[src/rtl/alu_multicycle.sv]
// Registered ALU: 16 data-processing ops in one edge; MUL/MLA/UDIV iterate for WIDTH cycles.
// Start is ignored while Busy=1; Result/ALUFlags hold until the next Done pulse.
module alu_multicycle #(
  parameter int WIDTH = 32
) (
  input  logic             CLK,
  input  logic             RESET,
  input  logic             Start,
  input  logic [4:0]       Op,
  input  logic [WIDTH-1:0] Src_A,
  input  logic [WIDTH-1:0] Src_B,
  input  logic [WIDTH-1:0] Src_C,
  input  logic             C_in,
  output logic             Busy,
  output logic             Done,
  output logic [WIDTH-1:0] Result,
  output logic [3:0]       ALUFlags
);

  localparam int CW = $clog2(WIDTH);

  localparam logic [1:0] S_IDLE = 2'd0;
  localparam logic [1:0] S_RUN  = 2'd1;
  localparam logic [1:0] S_DONE = 2'd2;

  localparam logic [4:0] OP_MUL  = 5'b10000;
  localparam logic [4:0] OP_MLA  = 5'b10001;
  localparam logic [4:0] OP_UDIV = 5'b10010;

  logic [1:0]       state_q, state_d;
  logic [CW-1:0]    cnt_q, cnt_d;
  logic             is_div_q, is_div_d;
  logic             dz_q, dz_d;
  logic [WIDTH-1:0] a_q, a_d, b_q, b_d, acc_q, acc_d;
  logic [WIDTH-1:0] result_q, result_d;
  logic [3:0]       flags_q, flags_d;

  logic [WIDTH-1:0] x, y, sc_res;
  logic             cin, arith;
  logic [WIDTH:0]   sum;
  logic [3:0]       sc_flags;
  logic             is_mc;

  always_comb begin
    x      = Src_A;
    y      = Src_B;
    cin    = 1'b0;
    arith  = 1'b0;
    sc_res = '0;
    case (Op[3:0])
      4'b0000, 4'b1000: sc_res = Src_A & Src_B;
      4'b0001, 4'b1001: sc_res = Src_A ^ Src_B;
      4'b1100:          sc_res = Src_A | Src_B;
      4'b1101:          sc_res = Src_B;
      4'b1110:          sc_res = Src_A & ~Src_B;
      4'b1111:          sc_res = ~Src_B;
      4'b0100, 4'b1011: arith = 1'b1;
      4'b0101: begin arith = 1'b1; cin = C_in; end
      4'b0010, 4'b1010: begin arith = 1'b1; y = ~Src_B; cin = 1'b1; end
      4'b0011: begin arith = 1'b1; x = Src_B; y = ~Src_A; cin = 1'b1; end
      4'b0110: begin arith = 1'b1; y = ~Src_B; cin = C_in; end
      4'b0111: begin arith = 1'b1; x = Src_B; y = ~Src_A; cin = C_in; end
      default: sc_res = '0;
    endcase
    sum = {1'b0, x} + {1'b0, y} + {{WIDTH{1'b0}}, cin};
    if (arith) sc_res = sum[WIDTH-1:0];
    // Op[4] here can only be a reserved code: result forced to zero, flags fall out as 0100.
    if (Op[4]) begin
      sc_res = '0;
      arith  = 1'b0;
    end
    sc_flags = {sc_res[WIDTH-1], sc_res == '0, arith & sum[WIDTH],
                arith & (x[WIDTH-1] == y[WIDTH-1]) & (sum[WIDTH-1] != x[WIDTH-1])};
  end

  assign is_mc = (Op == OP_MUL) || (Op == OP_MLA) || (Op == OP_UDIV);

  logic [WIDTH-1:0] mul_acc, div_q, div_rem, mc_res;
  logic [WIDTH:0]   rem_sh, rem_diff;
  logic             ge;

  // MUL/MLA: a_q is the shifting multiplicand, b_q the multiplier consumed LSB-first.
  // UDIV: a_q is the divisor, b_q the dividend shifting out MSB-first while quotient bits shift in.
  always_comb begin
    mul_acc  = acc_q + (b_q[0] ? a_q : '0);
    rem_sh   = {acc_q, b_q[WIDTH-1]};
    rem_diff = rem_sh - {1'b0, a_q};
    ge       = ~rem_diff[WIDTH];
    div_rem  = ge ? rem_diff[WIDTH-1:0] : rem_sh[WIDTH-1:0];
    div_q    = {b_q[WIDTH-2:0], ge};
    mc_res   = is_div_q ? (dz_q ? '0 : div_q) : mul_acc;
  end

  always_comb begin
    state_d  = state_q;
    cnt_d    = cnt_q;
    is_div_d = is_div_q;
    dz_d     = dz_q;
    a_d      = a_q;
    b_d      = b_q;
    acc_d    = acc_q;
    result_d = result_q;
    flags_d  = flags_q;
    case (state_q)
      S_RUN: begin
        if (is_div_q) begin
          acc_d = div_rem;
          b_d   = div_q;
        end else begin
          acc_d = mul_acc;
          a_d   = a_q << 1;
          b_d   = b_q >> 1;
        end
        cnt_d = cnt_q - CW'(1);
        if (cnt_q == '0) begin
          state_d  = S_DONE;
          result_d = mc_res;
          flags_d  = {mc_res[WIDTH-1], mc_res == '0, 2'b00};
        end
      end
      default: begin
        state_d = S_IDLE;
        if (Start) begin
          if (is_mc) begin
            state_d  = S_RUN;
            cnt_d    = CW'(WIDTH - 1);
            is_div_d = (Op == OP_UDIV);
            dz_d     = (Src_B == '0);
            a_d      = (Op == OP_UDIV) ? Src_B : Src_A;
            b_d      = (Op == OP_UDIV) ? Src_A : Src_B;
            acc_d    = (Op == OP_MLA) ? Src_C : '0;
          end else begin
            state_d  = S_DONE;
            result_d = sc_res;
            flags_d  = sc_flags;
          end
        end
      end
    endcase
  end

  always_ff @(posedge CLK) begin
    if (RESET) begin
      state_q  <= S_IDLE;
      cnt_q    <= '0;
      is_div_q <= 1'b0;
      dz_q     <= 1'b0;
      a_q      <= '0;
      b_q      <= '0;
      acc_q    <= '0;
      result_q <= '0;
      flags_q  <= 4'b0000;
    end else begin
      state_q  <= state_d;
      cnt_q    <= cnt_d;
      is_div_q <= is_div_d;
      dz_q     <= dz_d;
      a_q      <= a_d;
      b_q      <= b_d;
      acc_q    <= acc_d;
      result_q <= result_d;
      flags_q  <= flags_d;
    end
  end

  assign Busy     = (state_q == S_RUN);
  assign Done     = (state_q == S_DONE);
  assign Result   = result_q;
  assign ALUFlags = flags_q;

endmodule

[config.mk]
export PLATFORM = sky130hd
export DESIGN_NAME = alu_multicycle
export DESIGN_NICKNAME = d
export VERILOG_FILES = /design/src/rtl/alu_multicycle.sv
export SDC_FILE = /design/constraint.sdc
export NUM_CORES = 1
export LEC_CHECK = 0
export ABC_CLOCK_PERIOD_IN_PS = 11500
export BUFFER_PORTS_ARGS = -buffer_cell sky130_fd_sc_hd__buf_2
export CAP_MARGIN = 20
export CORE_UTILIZATION = 60
export DETAILED_ROUTE_END_ITERATION = 10
export HOLD_SLACK_MARGIN = 0.12
export PLACE_DENSITY = 0.8
export SYNTH_ARGS = -nofsm -noshare
export SYNTH_HDL_FRONTEND = slang
export SYNTH_SLANG_ARGS = --single-unit
[constraint.sdc]
create_clock -name CLK -period 11.5 [get_ports CLK]
set_input_delay 1.15 -clock CLK [delete_from_list [all_inputs] [get_ports CLK]]
set_output_delay 1.15 -clock CLK [all_outputs]
set_load 0.02 [all_outputs]
=== Word-level counts from Yosys, hierarchy flattened ===
Index checks and enable logic that the tools add are counted.

* Register bits after elaboration: 141
* Output and inout bits: 38
* Logic and storage cells: 112

* Add/sub/neg operators: 5
* Equal/unequal tests: 25
* Mux-type cells: 42
* Bitwise operators: 11
* Reduce and logical (&&, ||, !) cells: 20

{| class="wikitable"
|+ Operators by type and width
! operator !! number
|-
| 32-bit 2-to-1 mux || 26
|-
| 32-bit case mux with 6 select lines || 1
|-
| 32-bit logical NOT || 3
|-
| 32-bit bitwise AND || 2
|-
| 32-bit inverter || 2
|-
| 32-bit case mux with 2 select lines || 1
|-
| 32-bit by 32-bit adder with 33-bit output || 1
|-
| 33-bit by 1-bit adder with 33-bit output || 1
|-
| 33-bit by 32-bit subtractor with 33-bit output || 1
|-
| 32-bit adder || 1
|-
| 4-bit equality test, second input constant || 8
|-
| 32-bit bitwise OR || 1
|-
| 32-bit XOR || 1
|-
| 4-bit by 3-bit equality test with 1-bit output, second input constant || 4
|-
| 4-bit 2-to-1 mux || 4
|-
| 5-bit equality test, second input constant || 3
|-
| 5-bit 2-to-1 mux || 3
|-
| 3-bit AND reduction || 3
|-
| 3-bit OR reduction || 3
|-
| 4-bit by 2-bit equality test with 1-bit output, second input constant || 2
|-
| 2-bit 2-to-1 mux || 4
|-
| 8-bit OR reduction || 1
|-
| 2-bit OR reduction || 3
|-
| 5-bit logical NOT || 1
|-
| 16 further kinds || 23
|}

=== Logic depth before layout (Yosys ltp) ===
* Depth after elaboration: 11
* Depth in mapped cells: 22
* Mapped depth without buffers: 18

=== Worst setup path after synthesis ===
Ideal clock, no wire load.

* Path type: in2reg
* Start: input Op[2]
* End: register flags_q[2] (netlist: ALUFlags[2])
* Library setup time: 0.062 ns
* Arrival: 6.457 ns
* Data required time: 11.438 ns
* Setup slack: 4.981 ns
* Stages on the path: 22
* Path buffers: 6
* Cells stage by stage: clkbuf_1 -> clkbuf_1 -> clkbuf_1 -> clkbuf_1 -> clkbuf_1 -> buf_1 -> a21oi_1 -> o21ai_0 -> nand2_1 -> fa_1 -> fa_1 -> a211oi_1 -> nor2_1 -> a2111oi_0 -> o311a_1 -> xor2_1 -> a21oi_1 -> a2111oi_0 -> nand4_1 -> nor4_1 -> nand3b_1 -> nand3_1

* Longest elaborated chain between the ends: 11

{| class="wikitable"
|+ RTL lines
! element !! RTL line !! source
|-
| start, declared || 9 || <nowiki>input logic [4:0] Op,</nowiki>
|-
| 4-bit by 3-bit equality test with 1-bit output, or another cell as far along || 50 || <nowiki>case (Op[3:0])</nowiki>
|-
| 3-bit OR reduction (no line) / 2-bit OR reduction (equally long branches) || -- ||
|-
| 32-bit case mux with 2 select lines / 32-bit 2-to-1 mux (equally long branches) || 50 ||
|-
| 32-bit by 32-bit adder with 33-bit output || 65 || <nowiki>sum = {1'b0, x} + {1'b0, y} + {{WIDTH{1'b0}}, cin};</nowiki>
|-
| 33-bit by 1-bit adder with 33-bit output || 65 ||
|-
| 32-bit 2-to-1 mux || 66 || <nowiki>if (arith) sc_res = sum[WIDTH-1:0];</nowiki>
|-
| 32-bit 2-to-1 mux || 68 || <nowiki>if (Op[4]) begin</nowiki>
|-
| 32-bit logical NOT || 72 || <nowiki>sc_flags = {sc_res[WIDTH-1], sc_res == '0, arith & sum[WIDTH],</nowiki>
|-
| 4-bit 2-to-1 mux || 124 || <nowiki>if (is_mc) begin</nowiki>
|-
| 4-bit 2-to-1 mux || 123 || <nowiki>if (Start) begin</nowiki>
|-
| 4-bit 2-to-1 mux || 104 || <nowiki>case (state_q)</nowiki>
|-
| end signal, assigned || 162 || <nowiki>flags_q <= flags_d;</nowiki>
|-
| end, declared || 36 || <nowiki>logic [3:0] flags_q, flags_d;</nowiki>
|}

Several ways; a longest one is shown, not always the timed one. The select of a mux whose other input is x is not followed.
A chain may end at the register's enable or synchronous reset.

=== Final worst setup path ===
* Start: input Op[3]
* End: register flags_q[2] (netlist: ALUFlags[2])

The elaborated chain is that of the path after synthesis.

==> results.ini <==
[worst_setup_path]
crit_fanout = 97
arrival_ps = 7300
critPathTopFamily = simple AND/OR/NAND/NOR gates
critPathRequiredTime_ps = 11890
max_stage_delay_ps = 960
regToRegEndpoint = ALUFlags[2]
reg2reg_depth = 15
worstPathCellList = buf_2 > or2_2 > buf_4 > nor2_1 > a21oi_1 > o21ai_0 > fa_1 > fa_1 > a211oi_1 > nor2_1 > a2111oi_1 > nor2_1 > or3_1 > a31o_1 > nor4_1 > nand4_1 > nor4_1 > nand3b_1 > nand3_1
cp-start-kind = input pin
rrSetupSlack_ps = 6640
cpMostUsedCell = nor2_1
endpoint_kind = flip-flop
cp_num_buf_inv = 2
path_class = input pin to flip-flop
crit_path_top_delay_cell = a2111oi_1
r2r-start = b_q[0]

[timing]
min_period_ps = 6917
finalCritPeriodShare_pct = 60.15
worstMarginPinSlew_ps = 1039
setup_slack_ps = 4583
slew_viol_final = 0
finalHoldViolations = 0
rsz0062_at_grt = no
finalSetupTns_ps = 0
max_freq_ghz = 0.1446
finalSetupViolations = 0
clock_skew_ps = 11.27
maxSlewHeadroom_pct = 30.54

[global_routing]
grt_pass1_wl_um = 97810
grtUsageTotal_pct = 43.26
grt_max_degree = 98
grt_pass1_vias = 17740
antenna_found_initial = 0
overflow = 0

[floorplan]
start_util_pct = 61.04
die_area_um2 = 28940
die_x_um = 170.1
dieHeight_um = 170.1
ios = 143
rows = 61
core_um2 = 27780

[clock_tree]
cts_setup_buffers = 0
cts_sinks = 140
hold_buffers = 0
path_clk_slew_ps = 70
post_cts_resized = 0
cts_tree = yes
clockBufferDepth = 2
h-tree-depth = 4
clk-insertion-delay-late_ps = 450
cts_buffers = 17
cts-root-buf = clkbuf_16

[yosys]
synth.top_cell.area_share_pct = 16.53
synth_nets = 2775
synthArstFlopShare_pct = 0
synth_edf_count = 0
yosysTopAreaCell = dfxtp_1
seq_area_frac_synth_pct = 16.53
ys_warn_count = 0
ys_ff_latch = 140
syn-instance-count = 2538
synthDistinctLibCells = 81
avgSynthCellArea_um2 = 6.682
synth_flop_cell = dfxtp_1
synth_area_leaders = dfxtp_1 17%, a21oi_1 9.5%, ha_1 9.4%
syn-cell-area_um2 = 16960

[min_path]
hold_end = Result[29]
hold_depth = 2
min_from = Result[29]
hold_path_class = flip-flop to flip-flop

[layout]
multi_input_area_um2 = 13080
num_antenna_cells = 0
final_common_cell = a21oi_1
stdcell_area_um2 = 18390
n_fill_cell = 2596
area_growth_pct = 8.455
nets = 2787
regArea_um2 = 2806
drive_gt1_share_pct = 9.364
final_cell_mix = 320 x a21oi_1, 319 x nor2_1, 238 x nand2_1

[power_and_ir_drop]
peakVddDrop_uv = 109.1
p_leak_nw = 7.869
power_density_nw_per_um2 = 103.2
total_power_mw = 1.898

[placement]
place.gp.congestion = 1.069
post-dp-hpwl_um = 46650
dp_slack_ps = 4277
postPlaceCellArea_um2 = 17770
port_buffers = 142

[drt]
wire_per_inst_um = 21.77
via_per_inst = 6.847
num_vias = 20140
drt_wl_total_um = 64040
drcViolationCount = 0
drt_iter0_markers = 3047
dr.pass1.iters = 7
ant_nets = 0

[run]
drv_cap = 0

[outcome]
outcome = complete, no violations

[metrics by stage]
step / utilization [%] / hold slack, ps / cells
after CTS: 66.05 / 452.7 / 2939
after global routing: 66.20 / 480.8 / 2941
final: 66.20 / 450.0 / 2941
after floorplan: - / 461.3 / 2538
after global placement: 63.95 / 441.0 / 2907
after detailed placement: 63.95 / 444.0 / 2907
[worst min-delay path: stages (launching register included)]
cell and delay (ps):
dfxtp_1 310, nand2_1 50, a21oi_1 50
[how the worst max path moves through the flow]
stage           from          end  slack [ps]  depth (start not counted)
5_1_grt        Op[3]  ALUFlags[2]        4350                         19
4_1_cts        Op[1]  ALUFlags[2]        4730                         20
2_1_floorplan  Op[2]  ALUFlags[2]        4980                         22
3_3_place_gp   Op[3]  ALUFlags[2]        4350                         19
3_5_place_dp   Op[3]  ALUFlags[2]        4280                         19
6_report       Op[3]  ALUFlags[2]        4580                         19
[per-layer routing]
layer  GRT usage (%)  part of all wire [%]  wire length [um]
met1           61.82                    43             27560
met2           62.53                    41             25970
met3           7.349                    12              7627
met4           20.02                   4.5              2888
met5               0                     0                 0
[cell type report]
type | instances | area share (%)
multi-input combinational | 2091 | 71.09
clock buffer | 18 | 2.388
clock inverter | 14 | 0.7891
timing repair buffer | 174 | 5.333
sequential | 140 | 15.26
inverter | 126 | 2.571
tap | 378 | 2.571
[sequential cells by signal, summed over array words and instances, names as in the netlist]
name / flops
dz_q: 1
b_q: 32
state_q: 2
is_div_q: 1
ALUFlags: 3
cnt_q: 5
acc_q: 32
Result: 32
a_q: 32
[logic make-up (layout without fill, tap and decap cells)]
| kind of cell | count (synthesis) | count (layout) | synth area share (%) |
|---|---|---|---|
| compound gates | 940 | 940 | 35.34 |
| simple gates | 884 | 884 | 24.01 |
| buf+inv | 307 | 332 | 6.876 |
| flops | 140 | 140 | 16.53 |
| fa+ha+maj | 132 | 132 | 9.916 |
| xor+xnor | 89 | 89 | 4.596 |
| mux | 46 | 46 | 2.737 |
[synthesized netlist by cell type, types with 21 or more instances]
| library cell | instances |
|---|---|
| a311oi_1 | 34 |
| a211oi_1 | 55 |
| mux2i_1 | 43 |
| clkbuf_1 | 167 |
| o21ai_1 | 35 |
| a21o_1 | 53 |
| nand2_1 | 238 |
| nor4_1 | 36 |
| nor2_1 | 324 |
| and2_1 | 47 |
| nor3_1 | 54 |
| xnor2_1 | 57 |
| a21oi_1 | 323 |
| o22ai_1 | 31 |
| ha_1 | 128 |
| a31oi_1 | 21 |
| nor2b_1 | 22 |
| xor2_1 | 32 |
| dfxtp_1 | 140 |
| inv_1 | 124 |
| o21ai_0 | 171 |
| a221oi_1 | 21 |
| nand3_1 | 60 |
[power by group]
part / switching [mW] / internal [mW]
Combinational: 0.513 / 0.293
Sequential: 0.0251 / 0.506
Clock: 0.236 / 0.325
Note: power is estimated with default switching activity, not from simulation.
